File: src/rtl/rr_shared_stage.sv
// Round-robin arbiter that time-multiplexes one registered XOR/AND combining stage
// between N valid/ready requesters. Each result carries the index of its source.
module rr_shared_stage #(
  parameter int unsigned N = 4,
  parameter int unsigned W = 2
) (
  input  logic                 clk,
  input  logic                 rst,
  input  logic [N*W-1:0]       req_data,
  input  logic [N-1:0]         req_valid,
  output logic [N-1:0]         req_ready,
  output logic [W-1:0]         out_data,
  output logic [$clog2(N)-1:0] out_id,
  output logic                 out_valid,
  input  logic                 out_ready
);

  localparam int unsigned IDW = $clog2(N);
  localparam int unsigned HW  = W / 2;

  logic [IDW-1:0] ptr_q, ptr_d;
  logic           v_q, v_d;
  logic [W-1:0]   data_q, data_d;
  logic [IDW-1:0] id_q, id_d;

  logic [W-1:0]   lane [N];
  logic [IDW-1:0] grant;
  logic           any_vld;
  logic           stage_rdy;
  logic           accept;
  logic [W-1:0]   sel;
  logic [HW-1:0]  op_a, op_b;
  int unsigned    idx;

  always_comb begin
    for (int i = 0; i < N; i++) begin
      lane[i] = req_data[i*W +: W];
    end
  end

  // Rotating priority search: first valid requester at or after ptr, wrapping at N
  always_comb begin
    grant   = '0;
    any_vld = 1'b0;
    idx     = 0;
    for (int unsigned k = 0; k < N; k++) begin
      idx = 32'(ptr_q) + k;
      if (idx >= N) begin
        idx = idx - N;
      end
      if (!any_vld && req_valid[idx[IDW-1:0]]) begin
        any_vld = 1'b1;
        grant   = idx[IDW-1:0];
      end
    end
  end

  always_comb begin
    stage_rdy = out_ready | ~v_q;
    accept    = any_vld & stage_rdy & ~rst;
    sel       = lane[grant];
    op_a      = sel[W-1:HW];
    op_b      = sel[HW-1:0];
  end

  always_comb begin
    ptr_d     = ptr_q;
    v_d       = v_q;
    data_d    = data_q;
    id_d      = id_q;
    req_ready = '0;
    if (accept) begin
      req_ready[grant] = 1'b1;
      data_d           = {op_a ^ op_b, op_a & op_b};
      id_d             = grant;
      v_d              = 1'b1;
      ptr_d            = (grant == IDW'(N - 1)) ? '0 : grant + IDW'(1);
    end else if (v_q && out_ready) begin
      v_d = 1'b0;
    end
  end

  always_ff @(posedge clk) begin
    if (rst) begin
      ptr_q  <= '0;
      v_q    <= 1'b0;
      data_q <= '0;
      id_q   <= '0;
    end else begin
      ptr_q  <= ptr_d;
      v_q    <= v_d;
      data_q <= data_d;
      id_q   <= id_d;
    end
  end

  assign out_data  = data_q;
  assign out_id    = id_q;
  assign out_valid = v_q;

endmodule

File: config.mk
export PLATFORM = sky130hd
export DESIGN_NAME = rr_shared_stage
export DESIGN_NICKNAME = d
export VERILOG_FILES = /design/src/rtl/rr_shared_stage.sv
export SDC_FILE = /design/constraint.sdc
export NUM_CORES = 1
export LEC_CHECK = 0
export BUFFER_PORTS_ARGS = -buffer_cell sky130_fd_sc_hd__buf_4
export CAP_MARGIN = 25
export CORE_AREA = 2 2 39 41
export DETAILED_ROUTE_END_ITERATION = 12
export DIE_AREA = 0 0 41 43
export GPL_ROUTABILITY_DRIVEN = 0
export HOLD_SLACK_MARGIN = 0.03
export PLACE_DENSITY = 0.76
export SLEW_MARGIN = 20
export SYNTH_ARGS = -nofsm -noshare
export SYNTH_HDL_FRONTEND = slang
export SYNTH_SLANG_ARGS = --single-unit
export TNS_END_PERCENT = 50
File: constraint.sdc
create_clock -name clk -period 4.5 [get_ports clk]
set_input_delay 0.9 -clock clk [delete_from_list [all_inputs] [get_ports clk]]
set_output_delay 0.9 -clock clk [all_outputs]
set_load 0.1 [all_outputs]
==> results of run 1 <==
## how the worst max path moves through the flow
stage / startpoint / endpoint / cells after the start
after CTS: req_valid[2] / req_ready[2] / 9
after global routing: req_valid[2] / req_ready[0] / 9
final: req_valid[2] / req_ready[2] / 9
after floorplan: req_valid[2] / req_ready[3] / 6
after detailed placement: req_valid[2] / req_ready[2] / 9
after global placement: req_valid[2] / req_ready[0] / 9
## synthesized netlist by cell type (2+ instances only)
library cell	number	area [sq um]
and2_1	4	25.0
o21ai_1	4	20.0
nor2_1	3	11.3
nor2b_1	3	18.8
dfxtp_1	7	140
nand2_1	6	22.5
nor2_4	2	22.5
ha_1	5	62.6
mux2i_1	6	60.1
a21oi_1	3	15.0
inv_1	3	11.3
nand2b_1	4	25.0
## cells by family (layout without fill, tap and decap cells)
kind of cell	Yosys count	after routing	synth area share
compound gates	11	11	0.149
flops	7	7	0.253
buf+inv	4	30	0.0339
fa+ha+maj	5	5	0.113
mux	6	6	0.109
simple gates	29	29	0.342
## stage by stage
step | power [W] | instances
after CTS | 0.000327 | 104
final | 0.000323 | 104
after global placement | 0.000266 | 100
after floorplan | 0.000229 | 62
after detailed placement | 0.000268 | 100
after global routing | 0.000341 | 104
## sequential cells by signal, indices dropped and copies added (netlist names)
| signal | count |
|---|---|
| out_valid | 1 |
| out_data | 2 |
| out_id | 2 |
| ptr_q | 2 |
## power groups by stage
stage	Combinational, W	Clock [W]	Sequential, W
after global placement	0.000182	0	0.0000837
after floorplan	0.0000892	0	0.000139
final	0.000182	0.0000585	0.0000832
after CTS	0.000184	0.0000595	0.0000833
after detailed placement	0.000184	0	0.0000844
after global routing	0.000195	0.0000622	0.0000845
## routing by layer
| layer | share of wire | wire length, microns |
|---|---|---|
| met2 | 0.49 | 501 |
| met4 | 0.017 | 17 |
| met3 | 0.046 | 47 |
| met1 | 0.45 | 460 |
| met5 | 0 | 0 |
## worst max-delay path: stages
cell and delay (ns):
buf_4 0.12, nor2b_2 0.15, nor3_1 0.20, a21oi_2 0.08
nor2_4 0.16, inv_1 0.08, ha_1 0.19, and2_1 0.13
buf_4 0.22
## layout make-up
| cell class | instances | area (sq um) | area share |
|---|---|---|---|
| Clock buffer | 4 | 26.3 | 0.0344 |
| Multi-Input combinational cell | 51 | 394 | 0.516 |
| Tap cell | 16 | 20.0 | 0.0262 |
| Sequential cell | 7 | 140 | 0.183 |
| Inverter | 3 | 11.3 | 0.0147 |
| Timing Repair Buffer | 23 | 173 | 0.226 |
==> reports/qor.yml, run 1 <==
p_leak_nw: 0.361
reg2reg_depth: 8
clock.fmax_ghz: 0.318
grt_max_degree: 16
slew_headroom: 0.513
busiest_layer: "met2"
synth_edf_count: 0
die_x_microns: 41
final_area_sq_um: 764
portBuffers: 23
mostFrequentLayoutCell: "buf_4"
antenna_found_initial: 0
min_period_ns: 3.15
hp-start: "out_id[1]"
hold_buffers: 0
die_area_sq_um: 1760
core_area_sq_um: 1380
cp_max_fo: 5
p_seq_frac: 0.257
combinationalPowerShare: 0.562
critPathKind: "in -> out"
nFillCells: 146
drt-total-wl_mm: 1.03
cts_resized: 0
vdd_drop_max_uv: 290
cellPowerDensity_nw_per_um2: 423
tritoncts: "yes"
synthCells: 62
r2r-start: "ptr_q[0]"
grtUsageMet1: 0.147
syn_area_per_cell_sq_um: 8.92
synth-seq-cells: 7
syn_area_sq_um: 553
clock_sinks: 7
hold_viol: 0
endpoint_kind: "output port"
drt-vias-per-instance: 4.76
clock_power_share: 0.181
wl_per_cell_microns: 9.87
yosys_warnings: 0
whs_ns: 0.469
grt_pass1_vias: 447
grt_overflow: 0
clock_path_buffers: 2
fin_util: 0.552
syn_to_final_growth_pct: 38.2
finalSetupViolCount: 0
placedInstanceArea_sq_um: 738
hold_end: "out_id[1]"
setup_ws_ns: 1.35
track_usage: 0.136
cp.arrival_ns: 2.25
async_flop_share: 0
rsz0062_at_grt: "no"
drive_above_1_share: 0.398
swShare: 0.495
seq_area_frac_synth: 0.253
use_met3: 0.0314
synth_cell_types: 24
status: "finished, final reports clean"
maxCapViolCount: 0
path_clk_slew_ns: 0.05
worstMarginPinSlew_ns: 0.727
start_util: 0.400
maxSlewViolCount: 0
power.internal_w: 0.000163
worstSkewPairLatency_ns: 0.25
cts_buffers: 3
dp_hpwl_microns: 852
hp-class: "reg -> reg"
final.setup.tns_ns: 0
grtUsageMet2: 0.234
startpoint_type: "primary input"
rows: 14
h-tree-depth: 1
worstPathRequired_ns: 3.60
worst_clock_skew_ns: 0.00177
diodes: 0
die_h_microns: 43
synth-main-ff-cell: "dfxtp_1"
dr.pass1.iters: 3
dp_slack_ns: 1.34
ant_nets: 0
power.switching_w: 0.000160
cts_setup_buffers: 0
finalCritPeriodShare: 0.699
drtIter0Drc: 4
nets: 109
route.vias.total: 495
r2r_end: "out_data[1]"
ioPinCount: 24
syn_nets: 82
drc_errors: 0
reg2reg_slack_ns: 2.73
root_buffer: "clkbuf_4"
grt_pass1_wl_mm: 1.66
layout_common_cells: "buf_4 (23), dfxtp_1 (7), nand2_1 (6), mux2i_1 (6), ha_1 (5)"
hold_depth: 2
(Power assumes the default switching activity.)
==> inputs of run 2 (changes only) <==
--- a/config.mk
+++ b/config.mk
@@ -7,12 +7,12 @@
 export LEC_CHECK = 0
 export BUFFER_PORTS_ARGS = -buffer_cell sky130_fd_sc_hd__buf_4
 export CAP_MARGIN = 25
-export CORE_AREA = 2 2 39 41
+export CORE_MARGIN = 2
+export CORE_UTILIZATION = 40
 export DETAILED_ROUTE_END_ITERATION = 12
-export DIE_AREA = 0 0 41 43
 export GPL_ROUTABILITY_DRIVEN = 0
 export HOLD_SLACK_MARGIN = 0.03
-export PLACE_DENSITY = 0.76
+export PLACE_DENSITY = 0.77
 export SLEW_MARGIN = 20
 export SYNTH_ARGS = -nofsm -noshare
 export SYNTH_HDL_FRONTEND = slang
==> constraint.sdc (replaced) <==
create_clock -name clk -period 2.6 [get_ports clk]
set_input_delay 0.52 -clock clk [delete_from_list [all_inputs] [get_ports clk]]
set_output_delay 0.52 -clock clk [all_outputs]
set_load 0.1 [all_outputs]
==> run 2 against run 1 <==
  * Clock power rose by 69%
  * Global-route usage rose by 0.20 points
  * Sequential share of layout area unchanged
  * Worst hold slack hardly changed
  * Worst setup slack worse by 1.2 ns
  * Combinational power is 73% higher
  * Die area is 3.8% lower
  * Critical path depth stayed put
  * Non-clock buffer count unchanged
  * Flip-flop and latch count is the same
  * Clock skew rose by 0.0012 ns
  * Cell count fell by 0.96%
  * Critical path type unchanged
==> reports/qor.yml, run 2 (synthesis gave the netlist of run 1 again) <==
status: "finished, final reports clean"  # unchanged
grt_overflow: 0  # unchanged
drtIter0Drc: 5  # was 4
cts_resized: 0  # unchanged
clock_sinks: 7  # unchanged
die_area_sq_um: 1700  # was 1760 sq um
syn_to_final_growth_pct: 38.2  # unchanged
whs_ns: 0.468  # was 0.469 ns
worstPathRequired_ns: 2.08  # was 3.60 ns
clock.fmax_ghz: 0.408
worstSkewPairLatency_ns: 0.25  # about the same
hp-class: "reg -> reg"  # unchanged
dr.pass1.iters: 4  # was 3
placedInstanceArea_sq_um: 738  # unchanged
clock_path_buffers: 2  # unchanged
drive_above_1_share: 0.409  # was 0.398
worstMarginPinSlew_ns: 0.733  # was 0.727 ns
cp_max_fo: 5  # unchanged
final_area_sq_um: 764  # unchanged
worst_clock_skew_ns: 0.00298  # was 0.00177 ns
grt_pass1_vias: 419  # was 447
hold_viol: 0  # unchanged
final.setup.tns_ns: 0  # unchanged
drt-vias-per-instance: 4.85  # was 4.76
cp.arrival_ns: 1.93  # was 2.25 ns
vdd_drop_max_uv: 429  # was 290 uV
startpoint_type: "primary input"  # unchanged
h-tree-depth: 1  # unchanged
ioPinCount: 24  # unchanged
nFillCells: 137  # was 146
layout_common_cells: "buf_4 (23), dfxtp_1 (7), nand2_1 (6), mux2i_1 (6), ha_1 (5)"  # unchanged
ant_nets: 0  # unchanged
cts_setup_buffers: 0  # unchanged
track_usage: 0.138  # was 0.136
die_h_microns: 41.2  # was 43 microns
drc_errors: 0  # unchanged
nets: 109  # unchanged
maxCapViolCount: 0  # unchanged
path_clk_slew_ns: 0.05  # about the same
core_area_sq_um: 1300  # was 1380 sq um
antenna_found_initial: 0  # unchanged
fin_cells: 103  # was 104
cts_buffers: 3  # unchanged
wl_per_cell_microns: 9.84  # was 9.87 microns
diodes: 0  # unchanged
min_period_ns: 2.45
mostFrequentLayoutCell: "buf_4"  # unchanged
rsz0062_at_grt: "no"  # unchanged
grt_max_degree: 16  # unchanged
p_leak_nw: 0.362  # was 0.361 nW
finalCritPeriodShare: 0.944
critPathKind: "in -> out"  # unchanged
die_x_microns: 41.2  # was 41 microns
rows: 13  # was 14
dp_cells: 99  # was 100
cellPowerDensity_nw_per_um2: 728  # was 423 nW/um^2
endpoint_kind: "output port"  # unchanged
start_util: 0.425  # was 0.400
route.vias.total: 500  # was 495
root_buffer: "clkbuf_4"  # unchanged
drt-total-wl_mm: 1.01  # was 1.03 mm
grt_pass1_wl_mm: 1.52  # was 1.66 mm
maxSlewViolCount: 0  # unchanged
fin_util: 0.588  # was 0.552
hold_buffers: 0  # unchanged
finalSetupViolCount: 0  # unchanged
portBuffers: 23  # unchanged
slew_headroom: 0.509  # was 0.513
tritoncts: "yes"  # unchanged
-- run 2: cell types whose count changed in the layout (fill, tap and decap cells not counted) --
cell	delta
and2_1	-1
and2_2	+1
-- run 2: report_power, final --
group	switching (W)	leakage, nW	internal [W]
registers	0.0000164	0.0581	0.000127
logic	0.000217	0.289	0.0000973
clock network	0.0000404	0.0150	0.0000586
-- run 2: stage by stage --
stage          setup slack (ns)  power, W
4_1_cts                   0.122  0.000564
2_1_floorplan            0.0994  0.000396
3_5_place_dp              0.125  0.000463
3_3_place_gp              0.198  0.000460
6_report                  0.146  0.000556
5_1_grt                  0.0437  0.000591
-- run 2: layout make-up --
class	count	area [sq um]	area share
Clock buffer	4	26.3	0.0344
Inverter	3	11.3	0.0147
Multi-Input combinational cell	51	395	0.517
Sequential cell	7	140	0.183
Tap cell	15	18.8	0.0245
Timing Repair Buffer	23	173	0.226
-- run 2: per-layer routing --
layer | GRT usage | vias to the layer above | part of all wire
met4 | 0.0726 | 0 | 0.0059
met1 | 0.133 | 220 | 0.43
met5 | 0 | - | 0
met2 | 0.254 | 16 | 0.49
met3 | 0.0489 | 2 | 0.081
li1 | - | 262 | -
-- run 2: worst max-delay path, stage by stage --
cell     delay (ns)
buf_4          0.12
nor2b_2        0.16
nor3_1         0.22
a21oi_2        0.09
nor2_4         0.16
inv_1          0.08
ha_1           0.19
and2_2         0.16
buf_4          0.23
-- run 2: path summary, 6_finish.rpt --
path                                    from           end  slack [ns]  cells after the start
worst max-delay path            req_valid[2]  req_ready[2]        0.15                      9
worst max register to register      ptr_q[0]   out_data[1]        0.87                      8
worst min-delay path             out_data[0]   out_data[0]        0.47                      2
worst min register to register   out_data[0]   out_data[0]        0.47                      2
==> inputs of run 3 (changes only) <==
--- a/config.mk
+++ b/config.mk
@@ -5,14 +5,16 @@
 export SDC_FILE = /design/constraint.sdc
 export NUM_CORES = 1
 export LEC_CHECK = 0
+export ABC_AREA = 1
 export BUFFER_PORTS_ARGS = -buffer_cell sky130_fd_sc_hd__buf_4
 export CAP_MARGIN = 25
+export CORE_ASPECT_RATIO = 0.8
 export CORE_MARGIN = 2
-export CORE_UTILIZATION = 40
+export CORE_UTILIZATION = 44
 export DETAILED_ROUTE_END_ITERATION = 12
 export GPL_ROUTABILITY_DRIVEN = 0
 export HOLD_SLACK_MARGIN = 0.03
-export PLACE_DENSITY = 0.77
+export PLACE_DENSITY = 0.78
 export SLEW_MARGIN = 20
 export SYNTH_ARGS = -nofsm -noshare
 export SYNTH_HDL_FRONTEND = slang
==> run 3 against run 2 <==
  * The run now ends with negative setup slack left
  * Flip-flop and latch count stayed put
  * Via count is 100% higher
  * Global-route usage is 6.9 points higher
  * Core utilization is 24 points higher
  * Critical path depth is 5 higher
  * Critical endpoint is now req_ready[3]
==> reports/qor.yml, run 3 <==
drt-total-wl_mm: 2.73  # was 1.01 mm
finalCritPeriodShare: 1.01  # was 0.944
syn_nets: 153  # was 82
setup_ws_ns: -0.0170  # was 0.146 ns
hold_depth: 2  # unchanged
r2r_end: "out_data[1]"  # unchanged
synth.most_common_cell: "nand2_1"  # was dfxtp_1
reg2reg_depth: 18  # was 8
synthCells: 133  # was 62
path_clk_slew_ns: 0.05  # about the same
rows: 13  # unchanged
wl_per_cell_microns: 13.9  # was 9.84 microns
dr.pass1.iters: 4  # unchanged
violations: "negative setup slack"
start_util: 0.467  # was 0.425
yosys_warnings: 0  # unchanged
seq_area_frac_synth: 0.186  # was 0.253
final_area_sq_um: 1330  # was 764 sq um
synth-seq-cells: 7  # unchanged
nets: 196  # was 109
ant_nets: 0  # unchanged
grt_pass1_wl_mm: 3.08  # was 1.52 mm
die_x_microns: 50.2  # was 41.2 microns
portBuffers: 23  # unchanged
worst_clock_skew_ns: 0.000251  # was 0.00298 ns
async_flop_share: 0  # unchanged
status: "finished, violations left"  # was finished, final reports clean
diodes: 0  # unchanged
clock.fmax_ghz: 0.382  # was 0.408 GHz
mostFrequentLayoutCell: "buf_4"  # unchanged
netlist_top_cells_area: "nand2_1 (25%), dfxtp_1 (19%), nand3_1 (13%)"  # was dfxtp_1 (25%), ha_1 (11%), mux2i_1 (11%)
grt_max_degree: 13  # was 16
track_usage: 0.207  # was 0.138
worstMarginPinSlew_ns: 0.279  # was 0.733 ns
maxSlewViolCount: 0  # unchanged
antenna_found_initial: 0  # unchanged
multiInputGateArea_sq_um: 659  # was 395 sq um
root_buffer: "clkbuf_4"  # unchanged
worstSkewPairLatency_ns: 0.25  # about the same
reg2reg_slack_ns: 0.39  # was 0.87 ns
grt_overflow: 0  # unchanged
dp_hpwl_mm: 1.42
synth_edf_count: 0  # unchanged
crit_path_start: "req_valid[2]"  # unchanged
hp-start: "rst"  # was out_data[0]
nFillCells: 98  # was 137
r2r-start: "ptr_q[0]"  # unchanged
finalSetupViolCount: 2  # was 0
h-tree-depth: 1  # unchanged
drtIter0Drc: 30  # was 5
die_area_sq_um: 2060  # was 1700 sq um
syn_area_sq_um: 752  # was 553 sq um
core_area_sq_um: 1610  # was 1300 sq um
drc_errors: 0  # unchanged
startpoint_type: "primary input"  # unchanged
rsz0062_at_grt: "yes"  # was no
dp_slack_ns: -0.0869  # was 0.125 ns
tritoncts: "yes"  # unchanged
cp.arrival_ns: 2.10  # was 1.93 ns
ff_latch_area_sq_um: 148  # was 140 sq um
hold_end: "ptr_q[0]"  # was out_data[0]
synth.cells.most_frequent: "nand2_1 (51), inv_1 (24), nand3_1 (19)"  # was dfxtp_1 (7), mux2i_1 (6), nand2_1 (6)
drt-vias-per-instance: 5.10  # was 4.85
die_h_microns: 41.0  # was 41.2 microns
hold_buffers: 0  # unchanged
cp_max_fo: 5  # unchanged
ioPinCount: 24  # unchanged
maxCapViolCount: 0  # unchanged
endpoint_kind: "output port"  # unchanged
yosys.area.top_type_share: 0.255  # was 0.253
min_period_ns: 2.62  # was 2.45 ns
cts_buffers: 3  # unchanged
critPathKind: "in -> out"  # unchanged
clock_sinks: 7  # unchanged
placedInstanceArea_sq_um: 987  # was 738 sq um
synth-main-ff-cell: "dfxtp_1"  # unchanged
grt_pass1_vias: 791  # was 419
hold_viol: 0  # unchanged
slew_headroom: 0.815  # was 0.509
layout_common_cells: "buf_4 (33), nand2_1 (31), inv_1 (18)"  # was buf_4 (23), dfxtp_1 (7), nand2_1 (6), mux2i_1 (6), ha_1 (5)
synth_largest_area_cell: "nand2_1"  # was dfxtp_1
syn_area_per_cell_sq_um: 5.65  # was 8.92 sq um
route.vias.total: 1005  # was 500
clock_path_buffers: 2  # unchanged
synth_cell_types: 16  # was 24
syn_to_final_growth_pct: 76.9  # was 38.2%
hp-class: "in -> reg"  # was reg -> reg
drive_above_1_share: 0.531  # was 0.409
worstPathRequired_ns: 2.08  # about the same
-- run 3: cell count changes after synthesis, moves of 4 or more --
cell | previous run | this run
and2_1 | 4 | 0
inv_1 | 3 | 24
mux2i_1 | 6 | 0
nand2_1 | 6 | 51
nand2b_1 | 4 | 0
nand3_1 | 0 | 19
nor2_1 | 3 | 8
o21ai_1 | 4 | 0
-- run 3: how the worst max path moves through the flow --
stage              endpoint
3_3_place_gp   req_ready[2]
6_report       req_ready[3]
4_1_cts        req_ready[2]
2_1_floorplan  req_ready[1]
5_1_grt        req_ready[0]
3_5_place_dp   req_ready[2]
-- run 3: final cells by class --
class                           instances  share of cell area
Inverter                               26              0.0809
Clock buffer                            4              0.0198
Tap cell                               22              0.0207
Sequential cell                         7               0.111
Multi-Input combinational cell         98               0.496
Timing Repair Buffer                   40               0.272
-- run 3: through the flow --
stage / std cells / utilization / hold slack [ns] / setup TNS (ns)
after global routing: 197 / 0.826 / 0.422 / -0.417
after floorplan: 133 / - / 0.540 / -0.304
after global placement: 181 / 0.613 / 0.461 / 0
final: 197 / 0.826 / 0.431 / -0.0178
after CTS: 190 / 0.687 / 0.421 / -0.00120
after detailed placement: 181 / 0.613 / 0.464 / -0.166
-- run 3: kinds of logic after synthesis --
logic type / after synthesis / share of synthesized area
AND/OR/NAND/NOR: 85 / 0.512
buffers and inverters: 28 / 0.160
AO/OA/AOI/OAI: 8 / 0.0582
flip-flops: 7 / 0.186
adder cells (fa/ha/maj): 5 / 0.0832
-- run 3: repair_timing --
action / CTS / global route
gates resized for setup: 17 / 50
pin swaps: 6 / 17
setup buffers: 5 / 7
endpoints found under the setup margin: 4 / 4
gates cloned: 0 / 0
-- run 3: metal layers --
metal,global-route usage,up-vias,wire (microns)
li1,-,492,-
met1,0.244,452,1130
met2,0.342,51,1340
met3,0.0328,10,168
met4,0.188,0,92
met5,0,-,0
-- run 3: critical path, cell delays in order --
cell     delay (ns)
buf_4          0.12
inv_1          0.09
nand2_1        0.11
nand3_2        0.13
nand2_4        0.07
nor2_4         0.20
nand3_2        0.11
nand3_2        0.11
nand2_4        0.08
inv_4          0.09
ha_4           0.13
inv_2          0.04
nor2_4         0.12
buf_12         0.18
Power of run 3 is left out: the tool's default activity adds up to more than one toggle a clock period on the data nets, which glitch-free logic cannot reach.
